`src/rtl/conv_channel_acc_scheduler.sv`:
```
// Channel-in accumulation sequencer: reads one IMAGE_SIZE plane per channel, 1-cycle beat latency, GAP idle cycles between planes.
// Reads stall while in_fifo_empty; result gating follows acc_valid. CONV_SCHED_STALL_CNT_EN adds a stall_cycles counter.
module conv_channel_acc_scheduler #(
  parameter int IMAGE_SIZE     = 256,
  parameter int CHANNEL_NUM_IN = 128,
  parameter int IMAGE_WIDTH    = 16,
  parameter int RATE           = 1,
  parameter int PTR_W          = $clog2(IMAGE_SIZE) + 1,
  parameter int CH_W           = $clog2(CHANNEL_NUM_IN) + 1
) (
  input  logic            clk,
  input  logic            reset,
  input  logic            start,
  input  logic            in_fifo_full,
  input  logic            in_fifo_empty,
  input  logic            acc_valid,
  output logic            in_rd_en,
  output logic            psum_rd_en,
  output logic            beat_valid,
  output logic            sel_zero,
  output logic            out_en,
  output logic            busy,
  output logic            done,
`ifdef CONV_SCHED_STALL_CNT_EN
  output logic [CH_W-1:0] cnt_channel,
  output logic [15:0]     stall_cycles
`else
  output logic [CH_W-1:0] cnt_channel
`endif
);

  localparam int GAP   = IMAGE_WIDTH * RATE + RATE;
  localparam int GAP_W = $clog2(GAP) + 1;

  localparam logic [PTR_W-1:0] PIX_LAST = PTR_W'(IMAGE_SIZE - 1);
  localparam logic [CH_W-1:0]  CH_LAST  = CH_W'(CHANNEL_NUM_IN - 1);
  localparam logic [CH_W-1:0]  CH_END   = CH_W'(CHANNEL_NUM_IN);
  localparam logic [GAP_W-1:0] GAP_LAST = GAP_W'(GAP - 1);

  typedef enum logic [2:0] {
    S_IDLE,
    S_FILL,
    S_READ,
    S_GAP,
    S_DRAIN,
    S_DONE
  } state_t;

  state_t           state_q, state_d;
  logic [PTR_W-1:0] cnt_pixel_q, cnt_pixel_d;
  logic [CH_W-1:0]  cnt_channel_q, cnt_channel_d;
  logic [GAP_W-1:0] gap_cnt_q, gap_cnt_d;
  logic [PTR_W-1:0] res_pixel_q, res_pixel_d;
  logic [CH_W-1:0]  res_channel_q, res_channel_d;
  logic             beat_valid_q, beat_valid_d;
  logic             sel_zero_q, sel_zero_d;
  logic             res_active;

  always_comb begin
    state_d       = state_q;
    cnt_pixel_d   = cnt_pixel_q;
    cnt_channel_d = cnt_channel_q;
    gap_cnt_d     = gap_cnt_q;
    res_pixel_d   = res_pixel_q;
    res_channel_d = res_channel_q;
    in_rd_en      = 1'b0;
    psum_rd_en    = 1'b0;

    // Adder results only count once the plane is streaming; stray acc_valid in IDLE/FILL is dropped.
    res_active = (state_q == S_READ) || (state_q == S_GAP) || (state_q == S_DRAIN);
    out_en     = acc_valid && res_active && (res_channel_q == CH_LAST);
    if (acc_valid && res_active && (res_channel_q != CH_END)) begin
      if (res_pixel_q == PIX_LAST) begin
        res_pixel_d   = '0;
        res_channel_d = res_channel_q + 1'b1;
      end else begin
        res_pixel_d = res_pixel_q + 1'b1;
      end
    end

    case (state_q)
      S_IDLE: begin
        if (start) begin
          state_d       = S_FILL;
          cnt_pixel_d   = '0;
          cnt_channel_d = '0;
          gap_cnt_d     = '0;
          res_pixel_d   = '0;
          res_channel_d = '0;
        end
      end
      S_FILL: begin
        if (in_fifo_full && !in_fifo_empty) state_d = S_READ;
      end
      S_READ: begin
        if (!in_fifo_empty) begin
          in_rd_en   = 1'b1;
          psum_rd_en = (cnt_channel_q != '0);
          if (cnt_pixel_q == PIX_LAST) begin
            cnt_pixel_d = '0;
            gap_cnt_d   = '0;
            state_d     = S_GAP;
          end else begin
            cnt_pixel_d = cnt_pixel_q + 1'b1;
          end
        end
      end
      S_GAP: begin
        if (gap_cnt_q == GAP_LAST) begin
          gap_cnt_d     = '0;
          cnt_channel_d = cnt_channel_q + 1'b1;
          state_d       = (cnt_channel_d == CH_END) ? S_DRAIN : S_READ;
        end else begin
          gap_cnt_d = gap_cnt_q + 1'b1;
        end
      end
      S_DRAIN: begin
        // Looking at the next count lets done follow the final out_en by exactly one cycle.
        if (res_channel_d == CH_END) state_d = S_DONE;
      end
      S_DONE: begin
        state_d       = S_IDLE;
        cnt_pixel_d   = '0;
        cnt_channel_d = '0;
        gap_cnt_d     = '0;
        res_pixel_d   = '0;
        res_channel_d = '0;
      end
      default: state_d = S_IDLE;
    endcase

    beat_valid_d = in_rd_en;
    sel_zero_d   = in_rd_en && (cnt_channel_q == '0);
  end

  always_ff @(posedge clk or negedge reset) begin
    if (!reset) begin
      state_q       <= S_IDLE;
      cnt_pixel_q   <= '0;
      cnt_channel_q <= '0;
      gap_cnt_q     <= '0;
      res_pixel_q   <= '0;
      res_channel_q <= '0;
      beat_valid_q  <= 1'b0;
      sel_zero_q    <= 1'b0;
    end else begin
      state_q       <= state_d;
      cnt_pixel_q   <= cnt_pixel_d;
      cnt_channel_q <= cnt_channel_d;
      gap_cnt_q     <= gap_cnt_d;
      res_pixel_q   <= res_pixel_d;
      res_channel_q <= res_channel_d;
      beat_valid_q  <= beat_valid_d;
      sel_zero_q    <= sel_zero_d;
    end
  end

  assign beat_valid  = beat_valid_q;
  assign sel_zero    = sel_zero_q;
  assign busy        = (state_q != S_IDLE);
  assign done        = (state_q == S_DONE);
  assign cnt_channel = cnt_channel_q;

`ifdef CONV_SCHED_STALL_CNT_EN
  logic [15:0] stall_cycles_q, stall_cycles_d;

  always_comb begin
    stall_cycles_d = stall_cycles_q;
    if ((state_q == S_IDLE) && start) begin
      stall_cycles_d = '0;
    end else if ((state_q == S_READ) && in_fifo_empty && (stall_cycles_q != 16'hFFFF)) begin
      stall_cycles_d = stall_cycles_q + 16'd1;
    end
  end

  always_ff @(posedge clk or negedge reset) begin
    if (!reset) stall_cycles_q <= '0;
    else        stall_cycles_q <= stall_cycles_d;
  end

  assign stall_cycles = stall_cycles_q;
`endif

endmodule
```
`config.mk`:
```
export PLATFORM = sky130hd
export DESIGN_NAME = conv_channel_acc_scheduler
export DESIGN_NICKNAME = d
export VERILOG_FILES = /design/src/rtl/conv_channel_acc_scheduler.sv
export SDC_FILE = /design/constraint.sdc
export NUM_CORES = 1
export LEC_CHECK = 0
export CORE_AREA = 2 2 71 73
export CTS_CLUSTER_DIAMETER = 200
export CTS_CLUSTER_SIZE = 28
export DETAILED_ROUTE_END_ITERATION = 10
export DIE_AREA = 0 0 73 75
export GPL_ROUTABILITY_DRIVEN = 1
export HOLD_SLACK_MARGIN = 0.05
export PLACE_DENSITY = 0.78
export SLEW_MARGIN = 40
export SYNTH_ARGS = -nofsm -noshare
export SYNTH_HDL_FRONTEND = slang
export SYNTH_SLANG_ARGS = --single-unit
export TNS_END_PERCENT = 30
```
`constraint.sdc`:
```
create_clock -name clk -period 2.6 [get_ports clk]
set_input_delay 0.52 -clock clk [delete_from_list [all_inputs] [get_ports clk]]
set_output_delay 0.52 -clock clk [all_outputs]
set_load 0.005 [all_outputs]
```
; Yosys cells after proc, flatten, opt, wreduce, memory -nomap -nowiden
; Cells that the tools add are included.
[word_totals]
ff_bits = 45
inputBits = 6
output_inout_bits = 15
word_cells = 82
[classes]
add_sub_neg = 5
eq_ne = 18
muxes = 32
reduce_logical = 19
[ops]
columns = operator, count
row1 = 2-to-1 mux 9 bit, 6
row2 = 2-to-1 mux 8 bit, 5
row3 = case mux 9 bit (3 select lines), 1
row4 = 2-to-1 mux 6 bit, 4
row5 = case mux 6 bit (4 select lines), 1
row6 = case mux 8 bit (3 select lines), 1
row7 = 2-to-1 mux 3 bit, 7
row8 = "adder 9 x 1 -> 9 bit, second input constant", 2
row9 = "== test 9 x 8 -> 1 bit, second input constant", 2
row10 = case mux 9 bit (2 select lines), 1
row11 = "adder 8 x 1 -> 8 bit, second input constant", 2
row12 = "== test 8 bit, second input constant", 2
row13 = case mux 8 bit (2 select lines), 1
row14 = case mux 3 bit (5 select lines), 1
row15 = nonzero test 3 bit, 3
row16 = "== test 8 x 7 -> 1 bit, second input constant", 1
row17 = zero test 8 bit, 1
row18 = "inequality test 8 bit, second input constant", 1
row19 = nonzero test 8 bit, 1
row20 = "adder 6 x 1 -> 6 bit, second input constant", 1
row21 = "== test 3 x 2 -> 1 bit, second input constant", 2
row22 = "== test 3 bit, second input constant", 2
row23 = "== test 6 x 5 -> 1 bit, second input constant", 1
row24 = "inequality test 2 x 1 -> 1 bit, second input constant", 3
row25 = other kinds (11), 22

; Depth between registers and ports, before layout
[depth]
depth_word = 9
ltp_mapped = 9
depth_no_buf = 7

; Worst setup path after synthesis
; Ideal clock, no wire load.
[synth_path]
path_kind = reg-to-reg
from = register res_pixel_q[0]
to = register state_q[0]
setup_ns = 0.092
arrival_ns = 2.045
setup_slack_ns = 0.463
stages_incl_launch_ff = 8
n_path_buf = 0
synth_period_minus_slack_ns = 2.137
cell_sequence = dfrtp_1 > ha_1 > nand2_1 > or4_4 > nor3_4 > nand4_2 > mux2_4 > o31ai_2
[synth_between]
elab_chain_cells = 6
[synth_rtl]
columns = item, line
row1 = start: declaration, 53  ; logic [PTR_W-1:0] res_pixel_q, res_pixel_d;
row2 = start signal: assignment, 151  ; res_pixel_q <= res_pixel_d;
row3 = == test 9 x 8 -> 1 bit, 73  ; if (res_pixel_q == PIX_LAST) begin
row4 = 2-to-1 mux 8 bit, 73
row5 = 2-to-1 mux 8 bit, 72  ; if (acc_valid && res_active && (res_channel_q != CH_END)) begin
row6 = == test 8 bit, 119  ; if (res_channel_d == CH_END) state_d = S_DONE;
row7 = inequality test 2 x 1 -> 1 bit (no source line), --
row8 = AND reduction 6 bit (no source line), --
row9 = end signal: assignment, 147  ; state_q <= state_d;
row10 = end: declaration, 49  ; state_t state_q, state_d;
; No other way between the ends.
; A chain may end at the register's enable or synchronous reset.

; Worst setup path after layout
[layout_path]
from = register cnt_channel_q[4] (netlist: cnt_channel[4])
to = output psum_rd_en
[layout_between]
elab_chain_cells = 3
[layout_rtl]
columns = item, line
row1 = start: declaration, 51  ; logic [CH_W-1:0] cnt_channel_q, cnt_channel_d;
row2 = start signal: assignment, 149  ; cnt_channel_q <= cnt_channel_d;
row3 = nonzero test 8 bit, 98  ; psum_rd_en = (cnt_channel_q != '0);
row4 = 2-to-1 mux 1 bit, 96  ; if (!in_fifo_empty) begin
row5 = 2-to-1 mux 1 bit, 81  ; case (state_q)
row6 = end: declaration, 18  ; output logic psum_rd_en,
; No other way between the ends.

==> metrics.txt <==
# TYPE chip_impl_metric gauge
chip_impl_metric{name="first_pass_iters",unit=""} 4
chip_impl_metric{name="global_route.usage.total",unit=""} 0.203
chip_impl_metric{name="vias_per_cell",unit=""} 5.82
chip_impl_metric{name="finalSetupViolCount",unit=""} 0
chip_impl_metric{name="cts_sinks",unit=""} 45
chip_impl_info{name="crit_path_end_kind",value="output pin"} 1
chip_impl_metric{name="synth_area",unit="sq um"} 2620
chip_impl_info{name="tritoncts",value="yes"} 1
chip_impl_info{name="cp-start-kind",value="flip-flop"} 1
chip_impl_metric{name="share_of_cells_above_drive_strength_1",unit=""} 0.107
chip_impl_metric{name="layout.filler_cells",unit=""} 383
chip_impl_metric{name="cp_max_fo",unit=""} 6
chip_impl_metric{name="num_vias",unit=""} 2211
chip_impl_metric{name="die_height",unit="um"} 75
chip_impl_metric{name="max_slew_margin",unit=""} 0.695
chip_impl_info{name="ys_flop_type",value="dfrtp_1"} 1
chip_impl_info{name="critical_path.reg2reg.startpoint",value="state_q[0]"} 1
chip_impl_metric{name="first_pass_grt_wire_length",unit="um"} 8830
chip_impl_metric{name="asyncSetResetFlopFracSynth",unit=""} 1.00
chip_impl_metric{name="first_global_vias",unit=""} 2059
chip_impl_metric{name="dr.first_iter.drc_count",unit=""} 146
chip_impl_metric{name="coreArea",unit="sq um"} 4660
chip_impl_metric{name="min_period_over_period",unit=""} 0.960
chip_impl_metric{name="number_of_endpoints_with_negative_hold_slack_in_the_final_report",unit=""} 0
chip_impl_metric{name="timing.reg2reg.worst_path_depth",unit=""} 7
chip_impl_metric{name="powerDensity",unit="nW/um^2"} 689
chip_impl_metric{name="ant_nets",unit=""} 0
chip_impl_metric{name="synthToLayoutAreaGrowth",unit="%"} 17.5
chip_impl_metric{name="grt_overflow",unit=""} 0
chip_impl_metric{name="synth_edf_count",unit=""} 0
chip_impl_metric{name="cts-htree-levels",unit=""} 2
chip_impl_metric{name="place.port_buffers",unit=""} 20
chip_impl_info{name="grt_setup_unrepaired",value="no"} 1
chip_impl_metric{name="routabilityCongestion",unit=""} 0.859
chip_impl_metric{name="avgSynthCellArea",unit="sq um"} 8.90
chip_impl_info{name="cp-startpoint",value="cnt_channel[4]"} 1
chip_impl_metric{name="number_of_diodes",unit=""} 0
chip_impl_metric{name="worst_skew_pair.late_latency",unit="ps"} 300
chip_impl_metric{name="cts_made_buffers",unit=""} 5
chip_impl_metric{name="grt_antenna_before_repair",unit=""} 0
chip_impl_metric{name="pin_count",unit=""} 21
chip_impl_metric{name="cts_setup_buffers",unit=""} 0
chip_impl_metric{name="die_x",unit="um"} 73
chip_impl_metric{name="synthesis.nets",unit=""} 308
chip_impl_metric{name="crit_arrival",unit="ps"} 1980
chip_impl_metric{name="totalNegativeSetupSlack",unit="ps"} 0
chip_impl_metric{name="fmax",unit="MHz"} 401
chip_impl_metric{name="row_count",unit=""} 25
chip_impl_info{name="end_point_of_the_critical_path",value="psum_rd_en"} 1
chip_impl_info{name="run_status",value="complete, no violations"} 1
chip_impl_metric{name="clock_skew",unit="ps"} 13.7
chip_impl_metric{name="finalWirelength",unit="um"} 5110
chip_impl_metric{name="sequential_element_share_of_the_synthesized_area",unit=""} 0.430
chip_impl_metric{name="ys.warnings.count",unit=""} 0
chip_impl_metric{name="finalInstanceArea",unit="sq um"} 3080
chip_impl_metric{name="fin_nets",unit=""} 339
chip_impl_metric{name="dp.final_hpwl",unit="um"} 3740
chip_impl_metric{name="initial_cell_density_of_the_core",unit=""} 0.562
chip_impl_metric{name="report.power.total",unit="mW"} 2.12
chip_impl_metric{name="finalWorstPathRequiredPeriod",unit="ps"} 2500
chip_impl_metric{name="timing_max_transition_violations_final",unit=""} 0
chip_impl_info{name="criticalPathCategory",value="flip-flop to output pin"} 1
chip_impl_metric{name="grt_start_max_net_pins",unit=""} 31
chip_impl_metric{name="dieArea",unit="sq um"} 5480
chip_impl_metric{name="post_dp_cell_area",unit="sq um"} 2950
chip_impl_metric{name="synth_cell_types",unit=""} 46
chip_impl_metric{name="cts-hold-fix-buffers",unit=""} 0
chip_impl_metric{name="routed_wire_length_per_instance",unit="um"} 13.4
chip_impl_metric{name="clk_pin_slew",unit="ps"} 90
chip_impl_info{name="worstHoldPathType",value="primary input to asynchronous set/reset pin"} 1
chip_impl_info{name="clock_root_buffer",value="clkbuf_8"} 1
chip_impl_metric{name="timing.reg2reg.setup_slack",unit="ps"} 290
chip_impl_metric{name="power.ir.vdd_worst",unit="mV"} 0.451
chip_impl_metric{name="postSynthCellCount",unit=""} 294
chip_impl_metric{name="worst-slew-pin-transition",unit="ps"} 456
chip_impl_metric{name="drv_cap",unit=""} 0
chip_impl_metric{name="power.static_leakage",unit="nW"} 1.37
chip_impl_metric{name="timing.critical_path.required",unit="ps"} 2080
chip_impl_metric{name="remaining_drc_errors",unit=""} 0
chip_impl_metric{name="cts.path.max_buffers",unit=""} 2
chip_impl_metric{name="postSynthRegisterBits",unit=""} 45
chip_impl_info{name="endpoint_of_the_worst_slack_reg_to_reg_timing_path",value="state_q[0]"} 1
-- logic make-up (layout without fill, tap and decap cells) --
kind of cell | Yosys count | in the layout | synth area share
AND/OR/NAND/NOR | 139 | 139 | 0.271
AO/OA/AOI/OAI | 54 | 54 | 0.133
flip-flops | 45 | 45 | 0.430
XOR/XNOR | 22 | 22 | 0.0736
buffers and inverters | 20 | 52 | 0.0287
adder cells (fa/ha/maj) | 8 | 8 | 0.0382
multiplexers | 6 | 6 | 0.0249
-- power breakdown --
part	total [mW]	internal, mW	switching [mW]
combinational	0.614	0.290	0.325
clock	0.556	0.313	0.243
sequential	0.950	0.820	0.129
-- cell type report --
cell class                      instances  area [sq um]  share of cell area
Clock buffer                            6          82.6              0.0269
Timing Repair Buffer                   35           307              0.0997
Multi-Input combinational cell        229          1420               0.462
Inverter                                9          33.8              0.0110
Sequential cell                        45          1130               0.366
Tap cell                               54          67.6              0.0220
Clock inverter                          2          37.5              0.0122
-- state kept, by name, summed over array words and instances (netlist names) --
| name | flops |
|---|---|
| beat_valid | 1 |
| cnt_channel | 8 |
| cnt_pixel_q | 9 |
| gap_cnt_q | 6 |
| res_channel_q | 8 |
| res_pixel_q | 9 |
| sel_zero | 1 |
| state_q | 3 |
-- timing repair --
action,4_1_cts,5_1_grt
endpoints found under the setup margin,1,1
pin swaps,0,0
gates resized for setup,1,2
-- Yosys cell counts (2+ instances only) --
library cell,n,share of area
dfrtp_1,45,0.43
nor2_1,40,0.057
nand2_1,31,0.044
o21ai_0,22,0.042
nand3_1,14,0.027
xor2_1,14,0.047
clkbuf_1,11,0.016
a21oi_1,9,0.017
and3_1,9,0.022
inv_1,9,0.013
nand4_1,9,0.022
ha_1,8,0.038
xnor2_1,8,0.027
o31ai_1,7,0.020
nor3_1,6,0.011
mux2i_1,5,0.019
nand2b_1,4,0.0096
nor2b_1,4,0.0096
a21boi_0,3,0.0086
nor4_1,3,0.0072
or3_1,3,0.0072
a21o_1,2,0.0057
and2_1,2,0.0048
nor4b_1,2,0.0067
or2_2,2,0.0048
or4_1,2,0.0057
-- through the flow --
| step | hold WS [ps] | setup WS [ps] | instances | util |
|---|---|---|---|---|
| 2_1_floorplan | 224 | 463 | 294 | - |
| 5_1_grt | 131 | 46.6 | 380 | 0.660 |
| 3_5_place_dp | 446 | 53.4 | 372 | 0.633 |
| 3_3_place_gp | 449 | 20.4 | 372 | 0.633 |
| 4_1_cts | 115 | 18.3 | 380 | 0.659 |
| 6_report | 113 | 104 | 380 | 0.660 |
-- layout by cell type, fill, tap and decap left out, types with 7 or more instances in the layout --
cell type and count:
dfrtp_1 45, nor2_1 38, nand2_1 31, o21ai_0 22, clkdlybuf4s50_1 18, buf_4 15
nand3_1 14, xor2_1 14, inv_1 9, a21oi_1 9, and3_1 9, nand4_1 9
xnor2_1 8, ha_1 8, o31ai_1 7
-- worst min path at each step --
| stage | slack, ps | from | end |
|---|---|---|---|
| finish | 110 | reset | gap_cnt_q[3] |
| global route | 130 | reset | cnt_channel[4] |
| CTS | 120 | reset | gap_cnt_q[1] |
| detailed placement | 450 | reset | cnt_channel[4] |
| global placement | 450 | reset | cnt_channel[4] |
| floorplan | 220 | reset | beat_valid |
-- metal layers --
| metal | global-route usage | part of all wire | vias up |
|---|---|---|---|
| li1 | - | - | 1091 |
| met4 | 0.0720 | 0.015 | 0 |
| met5 | 0 | 0 | - |
| met1 | 0.264 | 0.48 | 1059 |
| met2 | 0.340 | 0.47 | 52 |
| met3 | 0.0361 | 0.033 | 9 |
-- critical path, cell delays in order, from the launching register on --
cell,delay [ps]
dfrtp_1,430
or4_1,600
o21a_1,210
clkdlybuf4s50_1,440
No activity file was read; power rests on OpenSTA's default activity.
